<file path="config.mk">
export PLATFORM = sky130hd
export DESIGN_NAME = sram_bank_sequencer
export DESIGN_NICKNAME = d
export VERILOG_FILES = /design/src/rtl/sram_bank_sequencer.sv
export SDC_FILE = /design/constraint.sdc
export NUM_CORES = 1
export LEC_CHECK = 0
export BUFFER_PORTS_ARGS = -buffer_cell sky130_fd_sc_hd__clkbuf_2
export CORE_UTILIZATION = 53
export DETAILED_ROUTE_END_ITERATION = 12
export HOLD_SLACK_MARGIN = 0.03
export PLACE_DENSITY = 0.84
export SKIP_LAST_GASP = 1
export SLEW_MARGIN = 40
export SYNTH_ARGS = -nofsm -noshare
export SYNTH_HDL_FRONTEND = slang
export SYNTH_SLANG_ARGS = --single-unit
export TNS_END_PERCENT = 50
</file>
<file path="constraint.sdc">
create_clock -name clk -period 6.2 [get_ports clk]
set_input_delay 1.24 -clock clk [delete_from_list [all_inputs] [get_ports clk]]
set_output_delay 1.24 -clock clk [all_outputs]
set_load 0.01 [all_outputs]
</file>
<file path="src/rtl/sram_bank_sequencer.sv">
// Phase-scheduled access controller for the 32x16 two-port SRAM bank.
// Arbitrates one reader and one writer per bennett cycle.
module sram_bank_sequencer #(
  parameter int PHASES  = 10,
  parameter int ADDR_W  = 5,
  parameter int DATA_W  = 16,
  parameter int ADDR_PH = 2,
  parameter int DATA_PH = 4,
  parameter int EN_PH   = 6,
  parameter int WE_PH   = 8
) (
  input  logic              clk,
  input  logic              reset,
  input  logic              sync,
  input  logic              rd_req,
  input  logic [ADDR_W-1:0] rd_addr_a,
  input  logic [ADDR_W-1:0] rd_addr_b,
  output logic              rd_ack,
  input  logic              wr_req,
  input  logic [ADDR_W-1:0] wr_addr,
  input  logic [DATA_W-1:0] wr_data,
  output logic              wr_ack,
  output logic [ADDR_W-1:0] sram_addr_a,
  output logic [ADDR_W-1:0] sram_addr_b,
  output logic [DATA_W-1:0] sram_din,
  output logic              sram_read_en,
  output logic              sram_write_en,
  output logic              sram_regwrt_bar,
  input  logic [DATA_W-1:0] sram_dout_a,
  input  logic [DATA_W-1:0] sram_dout_b,
  output logic [DATA_W-1:0] rd_data_a,
  output logic [DATA_W-1:0] rd_data_b,
  output logic              rd_valid,
  output logic              busy,
  output logic [3:0]        phase
);

  typedef enum logic [1:0] {
    IDLE,
    READ,
    WRITE
  } state_t;

  localparam logic [3:0] P_LAST = 4'(PHASES - 1);
  localparam logic [3:0] P_ADDR = 4'(ADDR_PH);
  localparam logic [3:0] P_DATA = 4'(DATA_PH);
  localparam logic [3:0] P_EN   = 4'(EN_PH);
  localparam logic [3:0] P_EN1  = 4'(EN_PH + 1);
  localparam logic [3:0] P_WE   = 4'(WE_PH);

  state_t            state;
  state_t            st_nx;
  logic              prio;
  logic [3:0]        nph;
  logic [ADDR_W-1:0] op_a;
  logic [ADDR_W-1:0] op_b;
  logic [DATA_W-1:0] op_d;
  logic              at0;
  logic              g_rd;
  logic              g_wr;
  logic              rdn;
  logic              wrn;
  logic              cap;

  // prio=0 favours the reader when both request at once
  always_comb begin
    at0   = (state == IDLE) && (phase == 4'd0) && !sync;
    g_rd  = at0 && rd_req && (!wr_req || !prio);
    g_wr  = at0 && wr_req && (!rd_req || prio);
    nph   = (sync || phase == P_LAST) ? 4'd0 : phase + 4'd1;
    st_nx = state;
    if (sync)
      st_nx = IDLE;
    else if (g_rd)
      st_nx = READ;
    else if (g_wr)
      st_nx = WRITE;
    else if (state != IDLE && phase == P_LAST)
      st_nx = IDLE;
    rdn = (st_nx == READ);
    wrn = (st_nx == WRITE);
    cap = (state == READ) && (phase == P_WE) && !sync;
  end

  // acks are masked by reset so every output is 0 while it is held
  assign rd_ack = g_rd & reset;
  assign wr_ack = g_wr & reset;
  assign busy   = (state != IDLE);

  always_ff @(posedge clk or negedge reset) begin
    if (!reset) begin
      state           <= IDLE;
      phase           <= '0;
      prio            <= 1'b0;
      op_a            <= '0;
      op_b            <= '0;
      op_d            <= '0;
      sram_addr_a     <= '0;
      sram_addr_b     <= '0;
      sram_din        <= '0;
      sram_read_en    <= 1'b0;
      sram_write_en   <= 1'b0;
      sram_regwrt_bar <= 1'b0;
      rd_data_a       <= '0;
      rd_data_b       <= '0;
      rd_valid        <= 1'b0;
    end else begin
      phase <= nph;
      state <= st_nx;
      if (g_rd) begin
        op_a <= rd_addr_a;
        op_b <= rd_addr_b;
        op_d <= '0;
      end else if (g_wr) begin
        op_a <= wr_addr;
        op_b <= wr_addr;
        op_d <= wr_data;
      end
      if (at0 && rd_req && wr_req)
        prio <= ~prio;
      // outputs are loaded for the phase being entered
      sram_addr_a     <= ((rdn || wrn) && nph >= P_ADDR) ? op_a : '0;
      sram_addr_b     <= ((rdn || wrn) && nph >= P_ADDR) ? op_b : '0;
      sram_din        <= (wrn && nph >= P_DATA) ? op_d : '0;
      sram_read_en    <= rdn && (nph == P_EN || nph == P_EN1);
      sram_regwrt_bar <= wrn && (nph >= P_EN);
      sram_write_en   <= wrn && (nph == P_WE);
      rd_valid        <= cap;
      if (cap) begin
        rd_data_a <= sram_dout_a;
        rd_data_b <= sram_dout_b;
      end
    end
  end

endmodule

</file>
* Word level (Yosys, flattened, before mapping)
Index checks and enable logic that the tools add are counted.
** Storage, ports and cells
- Bits in registers :: 95
- Input bits :: 68
- Output and inout bits :: 69
** Cells by class
- $add $sub $neg :: 1
- Order comparisons :: 3
- Equality and inequality tests :: 8
- Mux-type cells :: 13
- Bitwise gates (word level) :: 3
- Reductions and logical operators :: 28
** Operators with widths (count)
- 2-to-1 mux 16 bit :: 3
- 2-to-1 mux 5 bit :: 5
- logical AND 1 bit :: 15
- equality test 4 bit (second input constant) :: 3
- equality test 4 x 3 -> 1 bit (second input constant) :: 2
- >= comparator 4 x 3 -> 1 bit (second input constant) :: 2
- 2-to-1 mux 2 bit :: 4
- logical OR 1 bit :: 5
- adder 4 x 1 -> 4 bit (second input constant) :: 1
- equality test 2 x 1 -> 1 bit (second input constant) :: 2
- >= comparator 4 x 2 -> 1 bit (second input constant) :: 1
- zero test 1 bit :: 4
- zero test 4 bit :: 1
- 2-to-1 mux 4 bit :: 1
- nonzero test 2 bit :: 2
- bitwise AND 1 bit :: 2
- equality test 2 bit (second input constant) :: 1
- zero test 2 bit :: 1
- NOT 1 bit :: 1

* Longest topological paths before layout
- Word-level depth :: 12
- Depth in mapped cells :: 13
- Mapped depth without buffers :: 9

* Worst setup path before layout
No wires, ideal clock.
- Path type :: input port to output port
- From :: in sync
- To :: out wr_ack
- Data arrival time :: 2.361 ns
- Required time :: 4.960 ns
- Setup slack :: 2.599 ns
- Stages :: 6
- Cell sequence :: buf_6 nor4b_4 and4_1 buf_6 buf_4 and2_1
** On the way
- Word-level cells in the longest chain between the ends :: 5
** RTL lines
- start: declaration :: RTL line 14 : input logic sync,
- zero test 1 bit :: RTL line 67 : at0 = (state == IDLE) && (phase == 4'd0) && !sync;
- logical AND 1 bit :: RTL line 67
- logical AND 1 bit (2 in a row) :: RTL line 69 : g_wr = at0 && wr_req && (!rd_req || prio);
- bitwise AND 1 bit :: RTL line 87 : assign wr_ack = g_wr & reset;
- end: declaration :: RTL line 22 : output logic wr_ack,
No other way between the ends.

* Final worst setup path
- From :: in sync
- To :: out rd_ack
** On the way
- Word-level cells in the longest chain between the ends :: 5
** RTL lines
- zero test 1 bit :: RTL line 67
- logical AND 1 bit :: RTL line 67
- logical AND 1 bit (2 in a row) :: RTL line 68 : g_rd = at0 && rd_req && (!wr_req || !prio);
- bitwise AND 1 bit :: RTL line 86 : assign rd_ack = g_rd & reset;
- end: declaration :: RTL line 18 : output logic rd_ack,
No other way between the ends.

==> impl_metrics.tcl <==
set metrics [dict create \
    crit-reg2reg-launch "phase[0]" \
    grt_max_degree 66 \
    clock_skew_ns 0.0166 \
    tightest_slew_ns 0.688 \
    wire_per_inst_um 14.2 \
    synthesis.yosys.warnings 0 \
    tritoncts "built" \
    holdBufCountCts 0 \
    layout-drive-gt1-share 0.355 \
    leakagePower_nw 2.56 \
    clkTransAtPathRegs_ns 0.08 \
    finalSetupTns_ns 0 \
    portBuffers 136 \
    syn-cell-area_sq_um 3820 \
    antenna_found_initial 0 \
    synth_area_per_cell_sq_um 11.8 \
    timing.critical_path.arrival_ns 2.84 \
    dpl-instance-area_sq_um 4510 \
    setup_slack_ns 2.12 \
    period_needed_ns 4.08 \
    synth_cells 324 \
    total_vias_in_the_final_route 2779 \
    hp-class "register to register" \
    residual_antenna_violating_net_count_after_detailed_routing 0 \
    dp_hpwl_um 5950 \
    layout-area-overhead-vs-synth_pct 22.9 \
    drt_pre_antenna_iters 5 \
    synth_async_sr_flop_share 1.00 \
    path_class "input port to output pin" \
    ys_seq_area_frac 0.623 \
    cp-startpoint "sync" \
    post-place-ws_ns 2.01 \
    power.sequential.fraction 0.568 \
    post_synth_num_cell_types 36 \
    num-fill-cells 533 \
    finalHoldViolations 0 \
    pwr_density_cell_nw_per_um2 283 \
    most_common_cell_after_layout_fill_and_taps_aside "sky130_fd_sc_hd__clkbuf_2" \
    grt_overflow 0 \
    worst_ir_drop_vdd_mv 0.183 \
    ioPinCount 137 \
    p_sw_mw 0.375 \
    max_cap_violations 0 \
    power.share.combinational 0.158 \
    first_global_vias 2667 \
    proportion_of_power_drawn_by_the_clock_network 0.274 \
    detailedRoute.firstIterationViolations 103 \
    worst_hold_startpoint "rd_data_a[7]" \
    insertion_delay_ns 0.36 \
    power_switching_share 0.283 \
    edff_count_synth 0 \
    critical_path.endpoint_type "output pin" \
    finalSetupViolCount 0 \
    finalMaxSlewViolations 0 \
    internal_power_mw 0.950 \
    cts_post_setup_buffers_inserted 0 \
    dieArea_sq_um 7540 \
    vias_per_cell 4.98 \
    chip_width_um 86.9 \
    groute.usage.overall 0.224 \
    synthFlopType "sky130_fd_sc_hd__dfrtp_1" \
    startpoint_type_of_the_worst_setup_path "input port" \
    cp_max_fo 20 \
    cts.path.max_buffers 2 \
    seq_cells_post_synth 95 \
    most-common-layout-cells "sky130_fd_sc_hd__clkbuf_2 (135), sky130_fd_sc_hd__dfrtp_1 (95), sky130_fd_sc_hd__nand2_1 (62)" \
    status "finished, final reports clean" \
    timing.slew.headroom 0.541 \
    synthesis.nets 397 \
    design.core.area_sq_um 6870 \
    setup_repair_after_global_routing_missed_its_margin "no" \
    layout.nets 530 \
    fp.dieH_um 86.9 \
    htreeDepth 3 \
    fmax_mhz 245 \
    antenna_cells 0 \
    fin_area_sq_um 4690 \
    rows 30 \
    post-route-drc-count 0 \
    place.gp.congestion 0.844 \
    cts.sinks 95 \
    cts_root_buf "sky130_fd_sc_hd__clkbuf_8" \
    grt_first_pass_wirelength_um 12700 \
    worstPathRequired_ns 4.96 \
    final_wl_um 7920 \
    cts_resized 0 \
    finalCritPeriodShare 0.659 \
    numCtsBuffers 9 \
    initial_core_util 0.556 \
]
[stage by stage]
step / hold WS, ns / instances / util / power (mW)
global route: 0.503 / 558 / 0.683 / 1.40
finish: 0.489 / 558 / 0.683 / 1.32
floorplan: 0.458 / 324 / - / 0.894
detailed placement: 0.474 / 542 / 0.657 / 0.975
global placement: 0.467 / 541 / 0.656 / 0.961
CTS: 0.492 / 558 / 0.682 / 1.33
[synthesized netlist by cell type (all sizes together) (2+ instances only)]
cell type  instances  area (sq um)
a21oi             20           100
clkbuf             5          18.8
a31oi              8          50.1
nor2              32           120
a221o              2          20.0
and3              11          68.8
dfrtp             95          2380
nand2             64           245
mux2              32           360
o2bb2ai            2          17.5
and4               2          17.5
buf               12           113
inv                7          26.3
ha                 5          62.6
and2               5          31.3
nand4              3          25.0
nand2b             3          18.8
o21ai              4          20.0
[state kept, by name, summed over array words and instances (netlist names), 2 cells and up]
| signal | cells |
|---|---|
| sram_addr_a | 5 |
| op_a | 5 |
| op_b | 5 |
| sram_addr_b | 5 |
| phase | 4 |
| rd_data_a | 16 |
| op_d | 16 |
| sram_din | 16 |
| state | 2 |
| rd_data_b | 16 |
[metal layers]
metal  track usage  wire (um)  up-vias
li1              -          -     1351
met1         0.296       3500     1301
met2         0.364       3720      121
met3        0.0607        641        6
met4        0.0697         58        0
met5             0          0        -
[critical path, stage by stage]
cell and delay [ns]:
sky130_fd_sc_hd__clkbuf_2 0.16, sky130_fd_sc_hd__nor4b_4 0.39, sky130_fd_sc_hd__and4_1 0.69, sky130_fd_sc_hd__and2_1 0.23, sky130_fd_sc_hd__clkbuf_2 0.13
[area by class of cell]
cell class | count | area [sq um] | share of cell area
Sequential cell | 95 | 2380 | 0.507
Multi-Input combinational cell | 205 | 1280 | 0.274
Timing Repair Buffer | 139 | 709 | 0.151
Clock buffer | 11 | 131 | 0.0280
Tap cell | 96 | 120 | 0.0256
Clock inverter | 5 | 41.3 | 0.00881
Inverter | 7 | 26.3 | 0.00560
[power by group through the flow]
| stage | clock network [mW] | logic (mW) | registers (mW) |
|---|---|---|---|
| 2_1_floorplan | 0 | 0.134 | 0.760 |
| 3_3_place_gp | 0 | 0.201 | 0.760 |
| 3_5_place_dp | 0 | 0.210 | 0.765 |
| 4_1_cts | 0.371 | 0.211 | 0.752 |
| 5_1_grt | 0.396 | 0.242 | 0.765 |
| 6_report | 0.363 | 0.209 | 0.753 |
[path summary, 6_finish.rpt]
kind,to,slack (ns),cells past startpoint
hold reg to reg,rd_data_a[7],0.49,1
setup reg to reg,sram_addr_b[2],3.27,9
setup / recovery,rd_ack,2.12,5
max in group asynchronous,sram_addr_a[1],4.49,2
min in group asynchronous,op_a[3],0.82,1
hold / removal,rd_data_a[7],0.49,1
[logic make-up after synthesis]
group / Yosys count / share of synthesized area
compound gates: 41 / 0.0695
fa+ha+maj: 5 / 0.0164
simple gates: 126 / 0.153
mux: 32 / 0.0944
flops: 95 / 0.623
xor+xnor: 1 / 0.00230
buf+inv: 24 / 0.0413
(Power assumes the default switching activity.)
